===== config.mk =====
export PLATFORM = sky130hd
export DESIGN_NAME = hazard_ctrl
export DESIGN_NICKNAME = d
export VERILOG_FILES = /design/src/rtl/hazard_ctrl.sv
export SDC_FILE = /design/constraint.sdc
export NUM_CORES = 1
export LEC_CHECK = 0
export CORE_MARGIN = 2
export CORE_UTILIZATION = 35
export CTS_CLUSTER_DIAMETER = 100
export DETAILED_ROUTE_END_ITERATION = 12
export PLACE_DENSITY = 0.82
export SLEW_MARGIN = 10
export SYNTH_ARGS = -nofsm -noshare
export SYNTH_HDL_FRONTEND = slang
export SYNTH_SLANG_ARGS = --single-unit

===== constraint.sdc =====
create_clock -name clk -period 2.5 [get_ports clk]
set_input_delay 0.5 -clock clk [delete_from_list [all_inputs] [get_ports clk]]
set_output_delay 0.5 -clock clk [all_outputs]
set_load 0.05 [all_outputs]

===== src/rtl/hazard_ctrl.sv =====
// rtl/hazard_ctrl.sv - pipeline hazard controller: load-use stall, branch flush, mult/div hold
// Optional performance counters enabled by defining HAZARD_PERF_CNT_EN.
module hazard_ctrl #(
  parameter int MULDIV_CYCLES = 32,
  parameter int REG_ADDR_W    = 5
) (
  input  logic                  clk,
  input  logic                  rst,
  input  logic                  IDEX_MemRead,
  input  logic [REG_ADDR_W-1:0] IDEX_Rt,
  input  logic [REG_ADDR_W-1:0] IFID_Rs,
  input  logic [REG_ADDR_W-1:0] IFID_Rt,
  input  logic                  IFID_UsesRt,
  input  logic                  BranchTaken,
  input  logic                  MulDivStart,
  output logic                  PCWrite,
  output logic                  IFIDStall,
  output logic                  IFIDFlush,
  output logic                  IDEXFlush,
  output logic                  MulDivBusy,
  output logic [31:0]           StallCount,
  output logic [31:0]           FlushCount
);

  typedef enum logic {
    RUN     = 1'b0,
    MD_WAIT = 1'b1
  } state_t;

  // The start cycle itself is the issue advance, so the wait counts down from N-1 to 0.
  localparam logic [7:0] MD_LOAD = 8'(MULDIV_CYCLES - 1);

  state_t     state, state_next;
  logic [7:0] cnt, cnt_next;
  logic       hz;

  // Load-use hazard: ID reads the register the load in EX is about to write (r0 excluded).
  assign hz = IDEX_MemRead && (IDEX_Rt != '0) &&
              ((IDEX_Rt == IFID_Rs) || (IFID_UsesRt && (IDEX_Rt == IFID_Rt)));

  // State and wait-counter register; reset aborts any wait in progress.
  always_ff @(posedge clk or posedge rst) begin
    if (rst) begin
      state <= RUN;
      cnt   <= 8'd0;
    end else begin
      state <= state_next;
      cnt   <= cnt_next;
    end
  end

  // Next-state and Mealy pipeline controls; stall always wins over flush.
  always_comb begin
    state_next = state;
    cnt_next   = cnt;
    PCWrite    = 1'b1;
    IFIDStall  = 1'b0;
    IFIDFlush  = 1'b0;
    IDEXFlush  = 1'b0;
    MulDivBusy = 1'b0;
    if (rst) begin
      PCWrite   = 1'b0;
      IFIDFlush = 1'b1;
      IDEXFlush = 1'b1;
    end else begin
      case (state)
        RUN: begin
          if (hz) begin
            PCWrite   = 1'b0;
            IFIDStall = 1'b1;
            IDEXFlush = 1'b1;
          end else if (BranchTaken) begin
            IFIDFlush = 1'b1;
          end else if (MulDivStart) begin
            cnt_next   = MD_LOAD;
            state_next = MD_WAIT;
          end
        end
        MD_WAIT: begin
          PCWrite    = 1'b0;
          IFIDStall  = 1'b1;
          IDEXFlush  = 1'b1;
          MulDivBusy = 1'b1;
          if (cnt == 8'd0) state_next = RUN;
          else             cnt_next   = cnt - 8'd1;
        end
      endcase
    end
  end

`ifdef HAZARD_PERF_CNT_EN
  // Performance counters: stalled cycles and flushed cycles outside reset, free-running wrap.
  always_ff @(posedge clk or posedge rst) begin
    if (rst) begin
      StallCount <= 32'd0;
      FlushCount <= 32'd0;
    end else begin
      if (IFIDStall) StallCount <= StallCount + 32'd1;
      if (IFIDFlush) FlushCount <= FlushCount + 32'd1;
    end
  end
`else
  assign StallCount = 32'd0;
  assign FlushCount = 32'd0;
`endif

endmodule


==> results of run 1 <==
==> Yosys cell counts, drive strengths merged <==
cell	count	area, um^2
a31o	2	17.52
nand2b	1	6.260
o31ai	1	7.510
nand2	5	18.77
a31oi	2	12.51
o22ai	1	6.260
nor3b	2	20.02
clkbuf	1	3.750
a21o	2	15.01
or4	1	7.510
and4b	1	10.01
a41oi	1	8.760
xnor2	6	52.55
or2	1	6.260
a32oi	1	8.760
a22oi	2	15.01
dfrtp	9	225.2
a32o	2	20.02
inv	6	22.52
nor2b	1	6.260
conb	1	3.750
o21a	3	23.77
a21oi	4	20.02
nor2	7	26.28
or3	1	6.260
ha	2	25.02
xor2	4	35.03
nor3	7	35.03
nand3	5	25.02
nand4	1	6.260
o21ai	6	41.29
buf	65	485.5
==> metrics by stage <==
step	hold WS (ns)	std cells	area, um^2
floorplan	0.3522	217	1465
finish	0.5313	232	1439
detailed placement	0.5245	228	1366
global route	0.5658	232	1439
CTS	0.5347	232	1404
global placement	0.5123	228	1366
==> worst min path at each step <==
stage | slack [ns] | depth (start not counted) | end | startpoint
2_1_floorplan | 0.35 | 1 | cnt[0] | rst
3_3_place_gp | 0.51 | 1 | cnt[0] | cnt[0]
6_report | 0.53 | 1 | cnt[0] | cnt[0]
3_5_place_dp | 0.52 | 1 | cnt[0] | cnt[0]
5_1_grt | 0.57 | 1 | cnt[0] | cnt[0]
4_1_cts | 0.53 | 1 | cnt[0] | cnt[0]
==> layout make-up <==
cell class	count	share of cell area, %
sequential	9	15.65
tap	46	4.000
inverter	6	1.565
multi-input combinational	136	54.00
clock buffer	4	1.826
timing repair buffer	31	22.96
==> report_power, final <==
group / internal [mW] / switching [mW] / leakage (nW)
Clock: 0.0616 / 0.0516 / 0.0150
Sequential: 0.206 / 0.0791 / 0.0984
Combinational: 0.194 / 0.415 / 0.593
==> cell families (layout without fill, tap and decap cells) <==
family / Yosys count / after routing / share of synthesized area, %
buffers and inverters: 72 / 41 / 41.82
adder cells (fa/ha/maj): 2 / 2 / 2.045
other: 1 / 64 / 0.3065
XOR/XNOR: 10 / 10 / 7.157
AND/OR/NAND/NOR: 33 / 33 / 14.21
flip-flops: 9 / 9 / 18.41
AO/OA/AOI/OAI: 27 / 27 / 16.05
==> per-layer routing <==
metal,up-vias,global-route usage (%),share of wire (%)
li1,459,-,-
met1,433,13.27,38
met2,54,18.75,52
met3,0,5.000,9.7
met4,0,0.8333,0
met5,-,0,0
==> layout by cell type, fill, tap and decap left out, types with 2 or more instances in the layout <==
cell / count
a31oi_1: 2
a31o_2: 2
a32o_1: 2
ha_1: 2
conb_1: 64
o21ai_0: 4
xnor2_1: 5
buf_2: 2
nor2_1: 7
o21a_1: 2
dlymetal6s2s_1: 4
nand2_1: 5
nor3_1: 4
buf_4: 7
buf_12: 4
a21oi_1: 3
dlygate4sd2_1: 2
clkbuf_4: 3
inv_1: 5
a21o_1: 2
dfrtp_1: 9
nor3_4: 3
clkdlybuf4s50_1: 11
xor2_1: 4
a22oi_1: 2
nand3_1: 4
==> flip-flops by register name, indices dropped and copies added, names as in the netlist <==
register,cells
cnt,8
state,1
==> timing repair <==
action                                  in CTS  in global routing
resized for setup                           18                  8
endpoints found under the setup margin       4                  3
pin swaps                                    5                 12
==> flow_summary.yaml, run 1 <==
run_status:
  status: "finished clean"
clocking:
  clkLatencyLatePin_ns: 0.26
  ctsHoldBuffers: 0
  clkSlewWorstSetupHoldPaths_ns: 0.06
  cts_setup_buffers: 0
  htree_levels: 1
  cts_buffer_depth: 2
  cts_tree: "built"
  cts_buffers: 3
  clock_sinks: 9
  root_buffer: "clkbuf_4"
timing:
  hold_viol: 0
  max_freq_mhz: 408.2
  fin_setup_tns_ns: 0
  drv_slew: 0
  setup_slack_ns: 0.05001
  min_period_ns: 2.450
  rsz0062_at_grt: "true"
  clock-skew-final_ns: 0.005617
  finalCritPeriodShare_pct: 98.00
  max_slew_margin_pct: 65.90
  setup_viol: 0
  worst_pin_slew_ns: 0.5077
global_route:
  antenna_found_initial: 0
  grt_overflow: 0
  first_global_vias: 777
  grt_max_degree: 11
  track_usage_pct: 11.03
  grt_pass1_wl_um: 3519
synthesis:
  synth_area_per_cell_um2: 7.946
  yosysWarnings: 0
  synthCells: 154
  yosysSeqAreaShare_pct: 18.40
  ys_ff_latch: 9
  synth_area_um2: 1224
  synth_cell_types: 37
placement:
  gp_congestion: 0.8534
  post-place-ws_ns: -0.3378
  io_buffers: 25
  hpwlAfterDp_um: 1836
critical_path:
  cp_cell_sequence: "dlygate4sd2_1 -> or4_1 -> o21a_2 -> o21a_1 -> nor3_4 -> buf_12"
  cp.arrival_ns: 1.95
  crit_start: "IDEX_Rt[4]"
  r2r-end: "cnt[6]"
  rr_worst_depth: 4
  crit_cells: 6
  slowest_delay_ns: 0.42
  timing_worst_setup_path_type: "input pin to output pin"
  worstPathRequired_ns: 2.00
  cp-endpoint: "PCWrite"
  worst-path-buf-inv: 2
  critPathLaunchType: "input pin"
  end_kind: "output pin"
  cpMaxStageDelayCell: "or4_1"
  r2r-start: "state"
  rrSetupSlack_ns: 0.65
  critical-path-top-delay-family: "simple AND/OR/NAND/NOR gates"
  crit_fanout: 3
die:
  initial_utilization_pct: 36.67
  io_pins: 90
  die-area_um2: 3985
  rows: 21
  die_w_um: 63.13
  die_h_um: 63.13
  core_um2: 3337
flow_run:
  max_cap_violations: 0
finish:
  areaGrowthSynthToFinish_pct: 17.59
  fillCellCount: 327
  antenna_cells: 0
  drive_gt1_share_pct: 16.13
  fin_nets: 210
  regArea_um2: 225.2
  finish.utilization_pct: 43.12
  multi_input_area_um2: 777.0
pwr:
  p_per_area_nw_per_um2: 700.0
  p_leak_nw: 0.7061
  p_total_mw: 1.007
  peakVddDrop_uv: 253.0
routing:
  drt-pass1-iter-count: 4
  drc_errors: 0
  antenna_left: 0
  wl_um: 2278
  num_vias: 946
  drt-wirelength-per-cell_um: 9.819
  drtIter0Drc: 37
  routed_via_density: 4.078
min_path:
  hold_path.class: "flop to flop"
Power figures use the tool's default switching activity.
==> run 2: changes to the inputs <==
CORE_UTILIZATION = 31   (was 35)
PLACE_DENSITY = 0.77   (was 0.82)
clock period = 2.2 ns   (was 2.5 ns; I/O delays follow)
==> run 2 against run 1 <==
Effect of this change:
- power up 26%
- sequential share of layout area down 1.8 points
- clock power up 77%
- final cell count up 5.2%
- critical path type unchanged
- die area up 12%
- count of clock-buffer cells in the layout unchanged
==> flow_summary.yaml, run 2 (synthesis gave the netlist of run 1 again) <==
run_status:
  status: "finished clean"
finish:
  finish.utilization_pct: 43.80
  stdcell_area_um2: 1628
  reg_top3: "cnt (8), state (1)"
  drive_gt1_share_pct: 28.06
  areaGrowthSynthToFinish_pct: 33.03
  layout_commonest_cell: "conb_1"
  largest_reg_flops: 8
  fin_nets: 220
  antenna_cells: 0
  finalNonFillerCells: 244
  final_cell_mix: "conb_1 (64), buf_4 (13), dfrtp_1 (9)"
  top_register: "cnt"
routing:
  drtIter0Drc: 25
  num_vias: 1019
  drc_errors: 0
  wl_met3_um: 202
  wl_um: 2711
  drt-wirelength-per-cell_um: 11.11
  routed_via_density: 4.176
  met2_length_um: 1548
  top_layer_used: "met4"
  met1_length_um: 912
  antenna_left: 0
  drt-pass1-iter-count: 4
flow_run:
  max_cap_violations: 0
pwr:
  peakVddDrop_uv: 573.6
  p_per_area_nw_per_um2: 781.3
  p_total_mw: 1.272
  p_leak_nw: 0.7820
placement:
  io_buffers: 25
  place_inst: 234
  post-place-ws_ns: -0.4966
  placed_cell_area_um2: 1414
  hpwlAfterDp_um: 1947
  gp_congestion: 0.8230
timing:
  finalCritPeriodShare_pct: 99.48
  drv_slew: 0
  worst_pin_slew_ns: 0.5162
  setup_slack_ns: 0.01148
  setup_viol: 0
  max_slew_margin_pct: 65.32
  clock-skew-final_ns: 0.007239
  hold_viol: 0
  holdWs_ns: 0.5302
  rsz0062_at_grt: "true"
  fin_setup_tns_ns: 0
  min_period_ns: 2.189
  max_freq_mhz: 456.9
clocking:
  clkSlewWorstSetupHoldPaths_ns: 0.04
  htree_levels: 1
  cts_buffer_depth: 2
  cts_buffers: 3
  root_buffer: "clkbuf_8"
  ctsHoldBuffers: 0
  clock_sinks: 9
  cts_tree: "built"
  clkLatencyLatePin_ns: 0.24
global_route:
  grt_max_degree: 11
  first_global_vias: 971
  antenna_found_initial: 0
  grt_pass1_wl_um: 4236
  grt_overflow: 0
  track_usage_pct: 12.61
die:
  initial_utilization_pct: 32.93
  die-area_um2: 4466
  rows: 22
  io_pins: 90
  die_w_um: 66.83
  core_um2: 3716
  die_h_um: 66.83
critical_path:
  end_kind: "output pin"
  timing_worst_setup_path_type: "input pin to output pin"
  r2r-end: "cnt[6]"
  critical-path-top-delay-family: "simple AND/OR/NAND/NOR gates"
  worst-path-buf-inv: 2
  crit_fanout: 3
  slowest_delay_ns: 0.53
  rr_worst_depth: 4
  critPathLaunchType: "input pin"
  worstPathRequired_ns: 1.76
  cp_cell_sequence: "buf_8 -> or4_4 -> o21a_4 -> o21a_1 -> nor3_4 -> buf_12"
  rrSetupSlack_ns: 0.41
  cp.arrival_ns: 1.75
  r2r-start: "state"
  cpMaxStageDelayCell: "or4_4"
min_path:
  hold_path.class: "flop to flop"
  hold_start: "cnt[0]"
  whs_endpoint: "cnt[0]"
  hold_path_depth: 1
run 2: how the worst max path moves through the flow:
stage               start   endpoint  slack, ns  cells after the start
2_1_floorplan  IDEX_Rt[1]  IFIDFlush      -0.01                      4
3_3_place_gp   IDEX_Rt[2]  IDEXFlush      -0.47                      7
3_5_place_dp   IDEX_Rt[2]  IDEXFlush      -0.50                      7
4_1_cts        IDEX_Rt[4]    PCWrite      -0.06                      6
5_1_grt        IFID_Rs[2]    PCWrite      -0.07                      8
6_report       IDEX_Rt[4]    PCWrite       0.01                      6
run 2: layout make-up:
cell class              instances  area [um^2]
fillers                       374         2088
multi-input cells             136        878.3
repair buffers                 41        396.6
flip-flops and latches          9        225.2
well taps                      48        60.06
clock buffers                   4        45.04
inverters                       6        22.52
run 2: per-layer routing:
layer	global-route usage (%)	up-vias
met5	0	-
met4	5.867	0
met3	1.689	6
met2	24.75	60
met1	12.91	478
li1	-	475
run 2: what timing repair did:
item	CTS	global route
endpoints found under the setup margin	4	4
pin swaps	20	15
buffers inserted	5	1
resized for setup	45	24
run 2: report_power, final:
group / internal (mW) / total, mW / switching [mW]
Combinational: 0.244 / 0.742 / 0.498
Sequential: 0.235 / 0.330 / 0.0950
Clock: 0.127 / 0.200 / 0.0731
Total: 0.605 / 1.27 / 0.666
==> run 3: changes to the inputs <==
ABC_AREA = 1   (was not set)
CORE_UTILIZATION = 32   (was 31)
==> run 3 against run 2 <==
Effect of this change:
- clock skew fell by 0.0013 ns
- wire length is 14% lower
- critical endpoint unchanged
- highest routed layer unchanged
- critical path depth rose by 3
- largest cell class unchanged
- first-iteration DRC count rose by 84%
- fmax rose by 5.3%
- utilization down 5.3 points
==> flow_summary.yaml, run 3 <==
run_status:
  status: "finished clean"
synthesis:
  ys_ff_latch: 9
  synth_top_family_by_area: "buffers and inverters"
  synth-compound-area-share_pct: 4.798
  yosys.area_share.adder_pct: 1.919
  ys_top_cells_by_area: "buf_4 (37%), dfrtp_1 (17%), nand2_1 (15%), nand3_1 (6.9%), inv_1 (6.9%)"
  async_reset_ff_share_pct: 100.0
  synth_top_area_share_pct: 36.85
  yosys_most_used_dff: "dfrtp_1"
  synthCells: 205
  synthMuxAreaShare_pct: 0
  synth_area_per_cell_um2: 6.360
  synthXorXnorAreaFrac_pct: 1.344
  yosys-top-cells-count: "buf_4 (64), nand2_1 (53), inv_1 (24)"
  synth_edf_count: 0
  synth_most_common_cell: "buf_4"
  yosys.area.top_type: "buf_4"
  synth_area_um2: 1304
  yosysSeqAreaShare_pct: 17.27
  synth_cell_types: 20
  yosysWarnings: 0
  synthSimpleGateAreaFrac_pct: 30.33
clocking:
  cts_buffers: 3
  cts_tree: "built"
  clkSlewWorstSetupHoldPaths_ns: 0.05
  clkLatencyLatePin_ns: 0.24
  clock_sinks: 9
  root_buffer: "clkbuf_8"
  cts_buffer_depth: 2
  htree_levels: 1
  ctsHoldBuffers: 0
critical_path:
  crit_fanout: 3
  r2r-start: "state"
  crit_cells: 9
  cpMaxStageDelayCell: "clkdlybuf4s50_1"
  timing_worst_setup_path_type: "input pin to output pin"
  r2r-end: "cnt[1]"
  worst-path-buf-inv: 3
  cp-endpoint: "PCWrite"
  end_kind: "output pin"
  critical-path-top-delay-family: "buffers and inverters"
  rr_worst_depth: 6
  slowest_delay_ns: 0.45
  cp_cell_sequence: "clkdlybuf4s50_1 -> nand2_1 -> nor2_1 -> nand3_1 -> nand2_2 -> nand2_4 -> nand3_4 -> clkinvlp_4 -> buf_12"
  worstPathRequired_ns: 1.76
  cp.arrival_ns: 1.64
  critPathLaunchType: "input pin"
  crit_start: "IFID_UsesRt"
  rrSetupSlack_ns: 0.67
global_route:
  track_usage_pct: 10.49
  grt_overflow: 0
  antenna_found_initial: 0
  grt_pass1_wl_um: 3732
  grt_max_degree: 11
  first_global_vias: 924
finish:
  drive_gt1_share_pct: 10.55
  finalNonFillerCells: 287
  antenna_cells: 0
  layout_commonest_cell: "conb_1"
  final_cell_mix: "conb_1 (64), nand2_1 (50), inv_1 (23)"
  reg_top3: "cnt (8), state (1)"
  top_register: "cnt"
  largest_reg_flops: 8
  areaGrowthSynthToFinish_pct: 17.18
  finish.utilization_pct: 38.47
  fin_nets: 261
  stdcell_area_um2: 1528
pwr:
  intPower_uw: 581.1
  p_leak_nw: 0.9012
  swShare_pct: 54.59
  peakVddDrop_uv: 231.6
  p_per_area_nw_per_um2: 837.6
  pwr-share-comb_pct: 62.3
  p_clk_share_pct: 15.0
  pwr-share-seq_pct: 22.7
  p_total_mw: 1.280
  switching_power_uw: 698.5
placement:
  gp_congestion: 0.8663
  place_inst: 282
  placed_cell_area_um2: 1454
  io_buffers: 25
  hpwlAfterDp_um: 1955
timing:
  drv_slew: 0
  finalCritPeriodShare_pct: 94.43
  setup_viol: 0
  hold_viol: 0
  holdWs_ns: 0.4742
  min_period_ns: 2.077
  rsz0062_at_grt: "false"
  clock-skew-final_ns: 0.005902
  max_freq_mhz: 481.4
min_path:
  hold_path.class: "flop to flop"
routing:
  num_vias: 1086
  drt-pass1-iter-count: 4
  wl_um: 2344
  drc_errors: 0
  routed_via_density: 3.784
  antenna_left: 0
  drt-wirelength-per-cell_um: 8.167
  drtIter0Drc: 46
flow_run:
  max_cap_violations: 0
die:
  io_pins: 90
  die_w_um: 67.83
  core_um2: 3971
  die_h_um: 67.83
  initial_utilization_pct: 32.83
  rows: 23
  die-area_um2: 4601
==> run 3: cell types whose count changed in the layout (fill, tap and decap cells not counted), moves of 3 or more <==
cell / before / now
clkbuf_2: 5 / 0
buf_6: 4 / 0
nand3_1: 3 / 17
clkdlybuf4s15_1: 3 / 0
xnor2_2: 4 / 0
dlygate4sd2_1: 5 / 12
nor2_1: 7 / 18
buf_4: 13 / 4
inv_1: 5 / 23
nor3_4: 3 / 0
xor2_2: 3 / 0
nor3_1: 4 / 0
nand2_1: 5 / 50
==> run 3: routing by layer <==
metal  vias up  GRT usage, %  share of wire, %
met1       476         10.75                37
li1        554             -                 -
met5         -             0                 0
met2        52         20.71                53
met3         4        0.6579               7.8
met4         0         6.000               2.0
==> run 3: kinds of logic (layout without fill, tap and decap cells) <==
kind of cell             count (synthesis)  count (layout)
buffers and inverters                   89              58
adder cells (fa/ha/maj)                  2               2
other                                    1              64
AND/OR/NAND/NOR                         93              93
flip-flops                               9               9
AO/OA/AOI/OAI                            9               9
XOR/XNOR                                 2               2
==> run 3: final cells by class <==
class,instances,area [um^2]
fill,426,2444
timing repair buffer,29,320.3
tap,50,62.56
inverter,25,97.59
sequential,9,225.2
clock buffer,4,45.04
multi-input combinational,170,777.0
==> run 3: repair_timing <==
item | CTS | global route
setup buffers | 1 | 0
endpoints found under the setup margin | 4 | 4
endpoints found under the hold margin | 0 | 0
pin swaps | 6 | 4
resized for setup | 14 | 7
==> run 3: how the worst min path moves through the flow <==
| stage | from | endpoint | slack [ns] | cells past startpoint |
|---|---|---|---|---|
| 3_5_place_dp | cnt[7] | cnt[7] | 0.46 | 2 |
| 6_report | cnt[7] | cnt[7] | 0.47 | 2 |
| 4_1_cts | cnt[7] | cnt[7] | 0.47 | 2 |
| 3_3_place_gp | cnt[7] | cnt[7] | 0.46 | 2 |
| 2_1_floorplan | rst | cnt[0] | 0.31 | 1 |
| 5_1_grt | cnt[7] | cnt[7] | 0.49 | 2 |
==> run 3: metrics by stage <==
step | TNS [ns] | worst slack [ns]
5_1_grt | 0 | 0.01316
3_3_place_gp | -0.3783 | -0.1623
6_report | 0 | 0.1226
4_1_cts | 0 | 0.003572
2_1_floorplan | 0 | 0.09383
3_5_place_dp | -0.4874 | -0.1759
==> run 3: power groups by stage <==
stage	sequential [mW]	combinational (mW)	clock, mW
6_report	0.290	0.797	0.192
5_1_grt	0.302	0.873	0.202
4_1_cts	0.289	0.786	0.197
3_5_place_dp	0.291	0.781	0
3_3_place_gp	0.288	0.765	0
2_1_floorplan	0.276	0.680	0
==> run 3: worst min-delay path: stages, from the launching register on <==
cell and delay [ns]:
dfrtp_1 0.34, nand2_1 0.05, nand2_1 0.05
